--- config.mk ---
export PLATFORM = sky130hd
export DESIGN_NAME = pipeline_skid_buffer_flat
export DESIGN_NICKNAME = d
export VERILOG_FILES = /design/src/rtl/pipeline_skid_buffer_pkg.sv /design/src/rtl/pipeline_skid_buffer_if.sv /design/src/rtl/pipeline_skid_buffer_sat_counter.sv /design/src/rtl/pipeline_skid_buffer.sv /design/src/flat_wrapper.sv
export SDC_FILE = /design/constraint.sdc
export NUM_CORES = 1
export LEC_CHECK = 0
export CAP_MARGIN = 0
export CELL_PAD_IN_SITES_DETAIL_PLACEMENT = 1
export CELL_PAD_IN_SITES_GLOBAL_PLACEMENT = 1
export CORE_ASPECT_RATIO = 2
export CORE_MARGIN = 3
export CORE_UTILIZATION = 43
export CTS_CLUSTER_DIAMETER = 40
export DETAILED_ROUTE_END_ITERATION = 8
export PLACE_DENSITY_LB_ADDON = 0.1
export SLEW_MARGIN = 20
export SYNTH_ARGS = -nofsm -noshare
export SYNTH_HDL_FRONTEND = slang
export SYNTH_SLANG_ARGS = --single-unit
--- constraint.sdc ---
create_clock -name clk -period 3.55 [get_ports clk]
set_input_delay 0.5325 -clock clk [delete_from_list [all_inputs] [get_ports clk]]
set_output_delay 0.5325 -clock clk [all_outputs]
set_load 0.05 [all_outputs]
--- src/rtl/pipeline_skid_buffer_pkg.sv ---
// Shared definitions for the pipeline buffer family: state encodings and small helpers.
// Latency: n/a (package, no logic of its own).
// Backpressure: n/a.
//
// State encodings are shared by every buffer that tracks an EMPTY/BUSY/FULL occupancy.
// The fourth code of the 2-bit state (2'd3) is illegal; every user must steer it
// back to ST_EMPTY so an upset flop cannot wedge the pipeline.
package pipeline_skid_buffer_pkg;

    typedef enum logic [1:0] {
        ST_EMPTY = 2'd0,  // no stored entry
        ST_BUSY  = 2'd1,  // main register holds the head entry
        ST_FULL  = 2'd2   // main holds the head, skid holds the next entry
    } state_e;

    // A handshake transfer happens on a cycle where both sides agree.
    function automatic logic hs_fire(input logic vld, input logic rdy);
        return vld & rdy;
    endfunction

endpackage : pipeline_skid_buffer_pkg

--- src/rtl/pipeline_skid_buffer_if.sv ---
// Valid/ready channel carrying one DATA_WIDTH payload per transfer.
// Latency: none (wires only).
// Backpressure: ready from the receiver; a transfer happens when valid & ready.
//
// Modports:
//   master - drives valid/data, samples ready (the producing side)
//   slave  - samples valid/data, drives ready (the consuming side)
interface pipeline_skid_buffer_if #(
    parameter int unsigned DATA_WIDTH = 64
);

    logic                  valid;
    logic                  ready;
    logic [DATA_WIDTH-1:0] data;

    modport master (
        output valid,
        output data,
        input  ready
    );

    modport slave (
        input  valid,
        input  data,
        output ready
    );

endinterface : pipeline_skid_buffer_if

--- src/rtl/pipeline_skid_buffer_sat_counter.sv ---
// Saturating up-counter shared by the pipeline buffers for stall statistics.
// Latency: count reflects an inc on the following clock edge.
// Backpressure: none; counts every enabled cycle and sticks at all-ones.
//
// Ports:
//   clk    rising-edge clock
//   rst    asynchronous active-low reset, clears count
//   inc    add one this cycle (ignored once saturated)
//   clear  synchronous clear, wins over inc
//   count  current value
module sat_counter #(
    parameter int unsigned CNT_WIDTH = 16
) (
    input  logic                 clk,
    input  logic                 rst,
    input  logic                 inc,
    input  logic                 clear,
    output logic [CNT_WIDTH-1:0] count
);

    logic at_max;

    // Saturation guard: once every bit is set the counter never wraps.
    assign at_max = &count;

    always_ff @(posedge clk or negedge rst) begin
        if (!rst) begin
            count <= '0;
        end else if (clear) begin
            count <= '0;
        end else if (inc && !at_max) begin
            count <= count + 1'b1;
        end
    end

endmodule : sat_counter

--- src/rtl/pipeline_skid_buffer.sv ---
// Elastic two-entry (main + skid) stage register with valid/ready on both sides and sync flush.
// Latency: 1 cycle from in_fire to out_valid; sustains one transfer per cycle.
// Backpressure: in_ready is decoded from state flops only (low only when FULL), no comb path from out_ready.
//
// Ports:
//   clk          rising-edge clock
//   rst          asynchronous active-low reset
//   flush        synchronous flush, empties both entries, beats every handshake
//   in_if        slave side of the upstream channel (valid/data in, ready out)
//   out_if       master side of the downstream channel; data comes straight from main
//   stall_count  cycles with out_valid & !out_ready & !flush, saturating;
//                exists only when PIPE_SKID_STATS_EN is defined
//
// Build option: PIPE_SKID_STATS_EN adds the stall counter; the datapath is the same either way.
module pipeline_skid_buffer
    import pipeline_skid_buffer_pkg::*;
#(
    parameter int unsigned DATA_WIDTH = 64,
    parameter int unsigned CNT_WIDTH  = 16
) (
    input  logic                  clk,
    input  logic                  rst,
    input  logic                  flush,
    pipeline_skid_buffer_if.slave  in_if,
    pipeline_skid_buffer_if.master out_if
`ifdef PIPE_SKID_STATS_EN
    ,
    output logic [CNT_WIDTH-1:0]  stall_count
`endif
);

    state_e                state_q;
    state_e                state_d;
    logic [DATA_WIDTH-1:0] main_q;
    logic [DATA_WIDTH-1:0] main_d;
    logic [DATA_WIDTH-1:0] skid_q;
    logic [DATA_WIDTH-1:0] skid_d;

    logic out_valid;
    logic in_ready;
    logic in_fire;
    logic out_fire;

    // Both handshake outputs come from the state register alone, which is what
    // breaks the out_ready -> in_ready timing path between pipeline stages.
    assign out_valid = (state_q != ST_EMPTY);
    assign in_ready  = (state_q != ST_FULL);

    assign in_fire  = hs_fire(in_if.valid, in_ready);
    assign out_fire = hs_fire(out_valid, out_if.ready);

    assign in_if.ready  = in_ready;
    assign out_if.valid = out_valid;
    assign out_if.data  = main_q;

    // ------------------------------------------------------------------
    // State and storage registers
    // ------------------------------------------------------------------
    always_ff @(posedge clk or negedge rst) begin
        if (!rst) begin
            state_q <= ST_EMPTY;
            main_q  <= '0;
            skid_q  <= '0;
        end else begin
            state_q <= state_d;
            main_q  <= main_d;
            skid_q  <= skid_d;
        end
    end

    // ------------------------------------------------------------------
    // Next-state and storage update
    // ------------------------------------------------------------------
    always_comb begin
        state_d = state_q;
        main_d  = main_q;
        skid_d  = skid_q;

        if (flush) begin
            // A same-cycle in_fire is swallowed here; a same-cycle out_fire has
            // already handed main_q to downstream, so dropping it is safe.
            state_d = ST_EMPTY;
            main_d  = '0;
            skid_d  = '0;
        end else begin
            case (state_q)
                ST_EMPTY: begin
                    if (in_fire) begin
                        state_d = ST_BUSY;
                        main_d  = in_if.data;
                    end
                end

                ST_BUSY: begin
                    if (in_fire && out_fire) begin
                        // Head leaves while the next entry arrives: refill main
                        // directly, skid stays unused at full throughput.
                        main_d = in_if.data;
                    end else if (in_fire) begin
                        // Downstream stalled: park the newcomer behind main.
                        state_d = ST_FULL;
                        skid_d  = in_if.data;
                    end else if (out_fire) begin
                        state_d = ST_EMPTY;
                    end
                end

                ST_FULL: begin
                    // in_ready is low here, so only the drain side can move.
                    // The skid entry is promoted, never bypassed, keeping FIFO order.
                    if (out_fire) begin
                        state_d = ST_BUSY;
                        main_d  = skid_q;
                    end
                end

                default: begin
                    // Illegal encoding: discard contents and restart empty.
                    state_d = ST_EMPTY;
                end
            endcase
        end
    end

    // ------------------------------------------------------------------
    // Optional stall statistics
    // ------------------------------------------------------------------
`ifdef PIPE_SKID_STATS_EN
    logic stall_inc;

    // A flush cycle is not counted as a stall even if downstream is not ready.
    assign stall_inc = out_valid & ~out_if.ready & ~flush;

    // Only reset clears the statistic, so the synchronous clear is tied off.
    sat_counter #(
        .CNT_WIDTH (CNT_WIDTH)
    ) u_stall_cnt (
        .clk   (clk),
        .rst   (rst),
        .inc   (stall_inc),
        .clear (1'b0),
        .count (stall_count)
    );
`else
    // Without statistics CNT_WIDTH sizes nothing; a zero width is simply ignored.
    if (CNT_WIDTH == 0) begin : g_no_stats
    end
`endif

endmodule : pipeline_skid_buffer

--- src/flat_wrapper.sv ---
// flat-port wrapper written by rule: the top's interface ports become plain ports
module pipeline_skid_buffer_flat import pipeline_skid_buffer_pkg::*;
#(
    parameter int unsigned DATA_WIDTH = 64,
    parameter int unsigned CNT_WIDTH  = 16
)
  (clk, rst, flush, in_if_valid, in_if_data, in_if_ready, out_if_valid, out_if_data, out_if_ready);
  pipeline_skid_buffer_if #(.DATA_WIDTH(DATA_WIDTH)) in_if_i ();
  pipeline_skid_buffer_if #(.DATA_WIDTH(DATA_WIDTH)) out_if_i ();
  input  logic clk;
  input  logic rst;
  input  logic flush;
  input wire logic [$bits(in_if_i.valid)-1:0] in_if_valid;
  input wire logic [$bits(in_if_i.data)-1:0] in_if_data;
  output wire logic [$bits(in_if_i.ready)-1:0] in_if_ready;
  output wire logic [$bits(out_if_i.valid)-1:0] out_if_valid;
  output wire logic [$bits(out_if_i.data)-1:0] out_if_data;
  input wire logic [$bits(out_if_i.ready)-1:0] out_if_ready;
  assign in_if_i.valid = in_if_valid;
  assign in_if_i.data = in_if_data;
  assign in_if_ready = in_if_i.ready;
  assign out_if_valid = out_if_i.valid;
  assign out_if_data = out_if_i.data;
  assign out_if_i.ready = out_if_ready;
  pipeline_skid_buffer #(.DATA_WIDTH(DATA_WIDTH), .CNT_WIDTH(CNT_WIDTH)) u_core (.clk(clk), .rst(rst), .flush(flush), .in_if(in_if_i), .out_if(out_if_i));
endmodule
==> Word level (Yosys, flattened, before mapping) <==
Index checks and enable logic that the tools add are counted.
{ "totals": {"output_inout_bits": 66, "word_cells": 38, "input_bits": 69, "reg_bits": 130} }
{ "op_classes": {"n_eq_ne": 9, "bitwise": 2, "reduce_logical": 9, "n_mux": 15} }
{ "ops": {"columns": ["op", "count"], "rows": [
  ["two-way mux 64 bit", 7],
  ["case mux 64 bit (3 select lines)", 1],
  ["two-way mux 2 bit", 6],
  ["inequality test 3 x 2 -> 1 bit (second input constant)", 3],
  ["AND reduction 4 bit", 2],
  ["case mux 2 bit (3 select lines)", 1],
  ["nonzero test 2 bit", 3],
  ["inequality test 2 bit (second input constant)", 2],
  ["inequality test 4 x 2 -> 1 bit (second input constant)", 1],
  ["nonzero test 4 bit", 1],
  ["inequality test 3 bit (second input constant)", 1],
  ["AND reduction 3 bit", 1],
  ["AND 1 bit", 2],
  ["equality test 2 x 1 -> 1 bit (second input constant)", 1],
  ["equality test 2 bit (second input constant)", 1],
  ["zero test 2 bit", 1],
  ["logical AND 1 bit", 1]
]} }

==> Depth between registers and ports, before layout <==
Gate-level depths: netlist of the first run.
{ "logic_depth": {"depth_word": 7, "mapped_depth": 7, "depth_no_buf": 5} }

==> Worst setup path after synthesis of the first run <==
OpenSTA, ideal clock, no wires.
{ "synth_timing": {"path_kind": "register -> output", "startpoint": "reg u_core.state_q[1]", "endpoint": "out in_if_ready", "slack_ns": 1.788, "path_stages_with_launch": 4, "required_ns": 3.017, "path_buffers": 1, "arrival_ns": 1.230, "path_cell_list": "dfrtp_1 nor2b_2 inv_1 clkbuf_1"} }
{ "synth_via": {"elab_chain_len": 1} }
{ "synth_rtl": {"columns": ["item", "line", "text"], "rows": [
  ["start, declared", "pipeline_skid_buffer.sv:32", "state_e state_q;"],
  ["start signal, assigned", "pipeline_skid_buffer.sv:65", "state_q <= state_d;"],
  ["inequality test 2 bit", "pipeline_skid_buffer.sv:47", "assign in_ready = (state_q != ST_FULL);"],
  ["end, declared", "flat_wrapper.sv:15", "output wire logic [$bits(in_if_i.ready)-1:0] in_if_ready;"]
]} }
Every way passes these cells.

==> Worst setup path after layout of the first run <==
{ "layout_timing": {"startpoint": "reg u_core.state_q[0]", "endpoint": "out out_if_valid"} }
{ "layout_via": {"elab_chain_len": 1} }
{ "layout_rtl": {"columns": ["item", "line", "text"], "rows": [
  ["nonzero test 2 bit", "pipeline_skid_buffer.sv:46", "assign out_valid = (state_q != ST_EMPTY);"],
  ["end, declared", "flat_wrapper.sv:16", "output wire logic [$bits(out_if_i.valid)-1:0] out_if_valid;"]
]} }
Every way passes these cells.

==> flow_summary.ini, run 1 <==
[pwr]
seqPwrFrac = 0.389
ir_drop_v = 0.000385
clock_power_share = 0.420
swShare = 0.285
p_leak_nw = 3.75
p_int_mw = 3.01
power_switching_mw = 1.20
power_frac_comb = 0.192
p_per_area_mw_per_mm2 = 531

[synthesis]
synth_xor_area_frac = 0
yosys-top-cells-area = dfrtp_1 (55%), mux2_4 (15%), a22o_1 (9.5%), nand2_1 (8.1%), a21oi_1 (5.6%)
ys_warn_count = 0
synth.mux.area_fraction = 0.162
synth_area_per_cell_sq_um = 11.6
syn_inst = 507
yosys.area_share.simple = 0.0920
yosys.area_share.adder = 0
synth_top_area_share = 0.551
synth_top_family_by_area = multiplexers
synth_seq_area_share = 0.551
yosysUniqueCellTypes = 21
syn_nets = 576
yosys_register_bits = 130
synth_area_sq_mm = 0.00590
synth_compound_area_frac = 0.156
synth_largest_area_cell = dfrtp_1

[run]
max-cap-violations = 0

[die]
top_level_ports = 135
rows = 60
core_area_sq_mm = 0.0134
die_area_sq_mm = 0.0153
die_h_microns = 172
start_util = 0.439
dieWidth_microns = 88.8

[placed_design]
numPortBuffers = 134
globalplace.congestion = 0.742
placed_area_sq_mm = 0.00732
dp_hpwl_microns = 10700

[sta]
hold_viol_final = 0
worstMarginPinSlew_ps = 802
hold_slack_ps = 140
grt_setup_unrepaired = false
relSlewSlack = 0.465
min_period_ps = 2440
min_period_over_period = 0.687
finalClockSkew_ps = 6.39
tns_ps = 0
max_freq_mhz = 410
setup_violations = 0
finalMaxSlewViolations = 0

[setup_path]
critPathArrivalTime_ps = 1910
reg2reg_slack_ps = 1350
r2r-start = u_core.state_q[1]
required_ps = 3020
crit_type = reg -> out
cp-end-kind = output port
reg2reg_to = u_core.out_if.data[63]
worst-path-max-fanout = 6
start_kind = flip-flop
ff2ff_path_depth = 4

[clocking]
path_clk_slew_ps = 60
clock_path_buffers = 2
clock_latency_ps = 400
cts_htree_levels = 4
cts_resized = 0
ctsHoldBuffers = 0
cts_root_buf = clkbuf_16
cts_sinks = 130
cts_tree = done
post_cts_buffers = 0
cts_made_buffers = 17

[layout]
n_antenna_cell = 0
final_cell_mix = clkdlybuf4s50_1 (132), dfrtp_1 (130), nand2_1 (128)
final_util = 0.589
layout-drive-gt1-share = 0.177
layout_commonest_cell = clkdlybuf4s50_1
post-route-cell-area_sq_mm = 0.00792
syn2layout_area_growth_pct = 34.2
nets = 700

[grt]
grt_use_total = 0.242
antenna_found_initial = 0
overflow = 0
grt_pass1_vias = 5156
grt_max_degree = 65
grt_pass1_wl_microns = 28000

[drt]
wire_per_inst_microns = 21.6
vias = 4502
finalWirelength_microns = 17200
via_per_inst = 5.63
drcViolationCount = 0
antenna_left = 0
drt_iter0_markers = 119
drt_pass1_iterations = 5

[outcome]
status = completed

[min_path]
min_path_type = in -> async
-- final cells by class --
class | count | area (sq um)
fill | 1389 | 5520
sequential | 130 | 3250
multi-input combinational | 335 | 2440
timing repair buffer | 145 | 1430
clock buffer | 19 | 433
tap | 155 | 194
clock inverter | 13 | 163
inverter | 2 | 7.51
-- power groups by stage --
stage | registers (mW) | logic, mW | clock network [mW]
4_1_cts | 1.64 | 0.818 | 1.80
3_5_place_dp | 1.66 | 0.813 | 0
2_1_floorplan | 1.88 | 0.257 | 0
5_1_grt | 1.65 | 0.854 | 1.88
6_report | 1.64 | 0.807 | 1.77
3_3_place_gp | 1.66 | 0.798 | 0
-- cells in the mapped netlist, drive strengths merged --
| cell | number |
|---|---|
| nor2b | 2 |
| nor2 | 2 |
| o211ai | 1 |
| clkbuf | 12 |
| mux2 | 64 |
| inv | 2 |
| or2 | 1 |
| nand2 | 128 |
| a21oi | 66 |
| buf | 28 |
| a22o | 64 |
| nor3 | 2 |
| mux2i | 1 |
| nand2b | 3 |
| o21ai | 1 |
| dfrtp | 130 |
-- how the worst max path moves through the flow --
stage	slack [ps]	start	endpoint	cells past startpoint
after global routing	1050	u_core.state_q[0]	out_if_valid	2
after global placement	810	in_if_valid	u_core.out_if.data[63]	5
final	1110	u_core.state_q[0]	out_if_valid	2
after floorplan	1790	u_core.state_q[1]	in_if_ready	3
after detailed placement	750	in_if_valid	u_core.out_if.data[63]	5
after CTS	1080	u_core.state_q[0]	out_if_valid	2
-- registers in the layout, indices dropped and copies added, names as in the netlist --
signal / cells
u_core.state_q: 2
u_core.skid_q: 64
u_core.out_if.data: 64
-- metrics by stage --
step	instances	worst slack (ps)	total power [mW]
final	799	1110	4.21
after global routing	799	1050	4.38
after CTS	799	1080	4.26
after detailed placement	767	747	2.47
after global placement	767	805	2.46
after floorplan	507	1790	2.14
-- worst max-delay path, cell delays in order, from the launching register on --
cell and delay (ps):
dfrtp_1 480, or2_2 330, clkdlybuf4s50_1 700
-- kinds of logic (layout without fill, tap and decap cells) --
family                 after synthesis  count (layout)
and+or+nand+nor                    138             138
DFF                                130             130
buffers and inverters               42             179
AOI/OAI and AO/OA                  132             132
muxes                               65              65
-- layer usage --
metal	vias up	part of all wire	routed length [microns]	GRT usage
met1	2355	0.39	6780	0.285
met4	0	0.019	335	0.0829
met2	122	0.55	9560	0.433
li1	2006	-	-	-
met3	19	0.033	568	0.0403
met5	-	0	0	0
(Power assumes the default switching activity.)
==> run 2, diff against run 1 <==
- CORE_UTILIZATION: 43 -> 39
- clock period: 3.55 -> 2.4 ns (I/O delays scaled with it)
==> flow_summary.ini, run 2 (synthesis gave the netlist of run 1 again) <==
[min_path]
min_from = u_core.skid_q[0]
holdPathStages = 1
min_path_type = reg -> reg
holdPathEnd = u_core.skid_q[0]

[die]
die_h_microns = 180
rows = 63
start_util = 0.398
dieWidth_microns = 93.0
die_area_sq_mm = 0.0167
core_area_sq_mm = 0.0148
top_level_ports = 135

[setup_path]
worst-path-max-fanout = 6
required_ps = 2040
start_kind = flip-flop
critPathArrivalTime_ps = 1930
ff2ff_path_depth = 5
reg2reg_to = u_core.skid_q[31]
crit_start = u_core.state_q[0]
reg2reg_slack_ps = 530
cp-end-kind = output port
r2r-start = u_core.state_q[0]
crit_type = reg -> out

[clocking]
clock_path_buffers = 2
post_cts_buffers = 0
cts_tree = done
cts_htree_levels = 4
path_clk_slew_ps = 60
cts_sinks = 130
clock_latency_ps = 410
cts_resized = 0
cts_root_buf = clkbuf_16
cts_made_buffers = 17
ctsHoldBuffers = 1

[layout]
final_cell_mix = clkdlybuf4s50_1 (131), dfrtp_1 (130), nand2_1 (128)
nets = 709
final_util = 0.550
layout_commonest_cell = clkdlybuf4s50_1
post-route-cell-area_sq_mm = 0.00815
final.fill_count = 1584
n_antenna_cell = 0
syn2layout_area_growth_pct = 38.0
layout-drive-gt1-share = 0.187

[pwr]
p_per_area_mw_per_mm2 = 786
ir_drop_v = 0.000431
p_leak_nw = 3.85

[placed_design]
numPortBuffers = 134
dp_hpwl_microns = 11500
globalplace.congestion = 0.776
place_ws_ps = 137
placed_area_sq_mm = 0.00750

[sta]
max_freq_mhz = 436
tns_ps = 0
min_period_ps = 2290
worstMarginPinSlew_ps = 761
min_period_over_period = 0.955
setup_violations = 0
finalClockSkew_ps = 7.44
finalMaxSlewViolations = 0
hold_slack_ps = 502
relSlewSlack = 0.491
grt_setup_unrepaired = false
setup_ws_ps = 108
hold_viol_final = 0

[grt]
grt_max_degree = 49
grt_pass1_vias = 5185
grt_use_total = 0.215
antenna_found_initial = 0
grt_pass1_wl_microns = 28200
overflow = 0

[drt]
via_per_inst = 5.28
drt_pass1_iterations = 4
finalWirelength_microns = 17100
wire_per_inst_microns = 20.2
vias = 4480
antenna_left = 0
drt_iter0_markers = 202
drcViolationCount = 0

[run]
max-cap-violations = 0

[outcome]
status = completed
run 2: cell types whose count changed in the layout (fill, tap and decap cells not counted):
cell,previous run,this run
dlygate4sd3_1,0,1
buf_12,1,7
clkdlybuf4s50_1,132,131
bufinv_16,3,4
clkinv_4,2,0
buf_4,11,14
clkinvlp_4,6,3
clkbuf_8,0,3
clkbuf_1,2,3
run 2: through the flow:
stage / power (mW) / std cells
finish: 6.40 / 848
global route: 6.66 / 848
CTS: 6.48 / 848
detailed placement: 3.68 / 815
global placement: 3.66 / 815
floorplan: 3.16 / 507
run 2: how the worst max path moves through the flow:
stage | end | depth (start not counted)
after CTS | out_if_valid | 2
after detailed placement | u_core.skid_q[28] | 6
after global routing | out_if_valid | 2
final | out_if_valid | 2
after floorplan | u_core.out_if.data[55] | 6
after global placement | u_core.skid_q[5] | 6
run 2: worst max-delay path: stages (launching register included):
cell and delay [ps]:
dfrtp_1 480, or2_2 330, clkdlybuf4s50_1 700
run 2: power by group:
part	total (mW)	internal, mW	switching (mW)
Clock	2.76	1.82	0.944
Combinational	1.22	0.515	0.708
Sequential	2.42	2.32	0.0911
Total	6.40	4.66	1.74
run 2: final cells by class:
type / instances / area [sq um] / share of cell area
multi-input combinational: 335 / 2440 / 0.299
sequential: 130 / 3250 / 0.399
clock inverter: 9 / 153 / 0.0187
tap: 195 / 244 / 0.0300
timing repair buffer: 154 / 1570 / 0.193
inverter: 2 / 7.51 / 0.000922
clock buffer: 23 / 478 / 0.0587
run 2: routing by layer:
metal  part of all wire  wire [microns]  GRT usage  up-vias
met5                  0               0          0        -
met3              0.037             631     0.0402       28
li1                   -               -          -     2031
met4              0.021             365     0.0810        0
met1               0.38            6500      0.239     2309
met2               0.56            9640      0.398      112
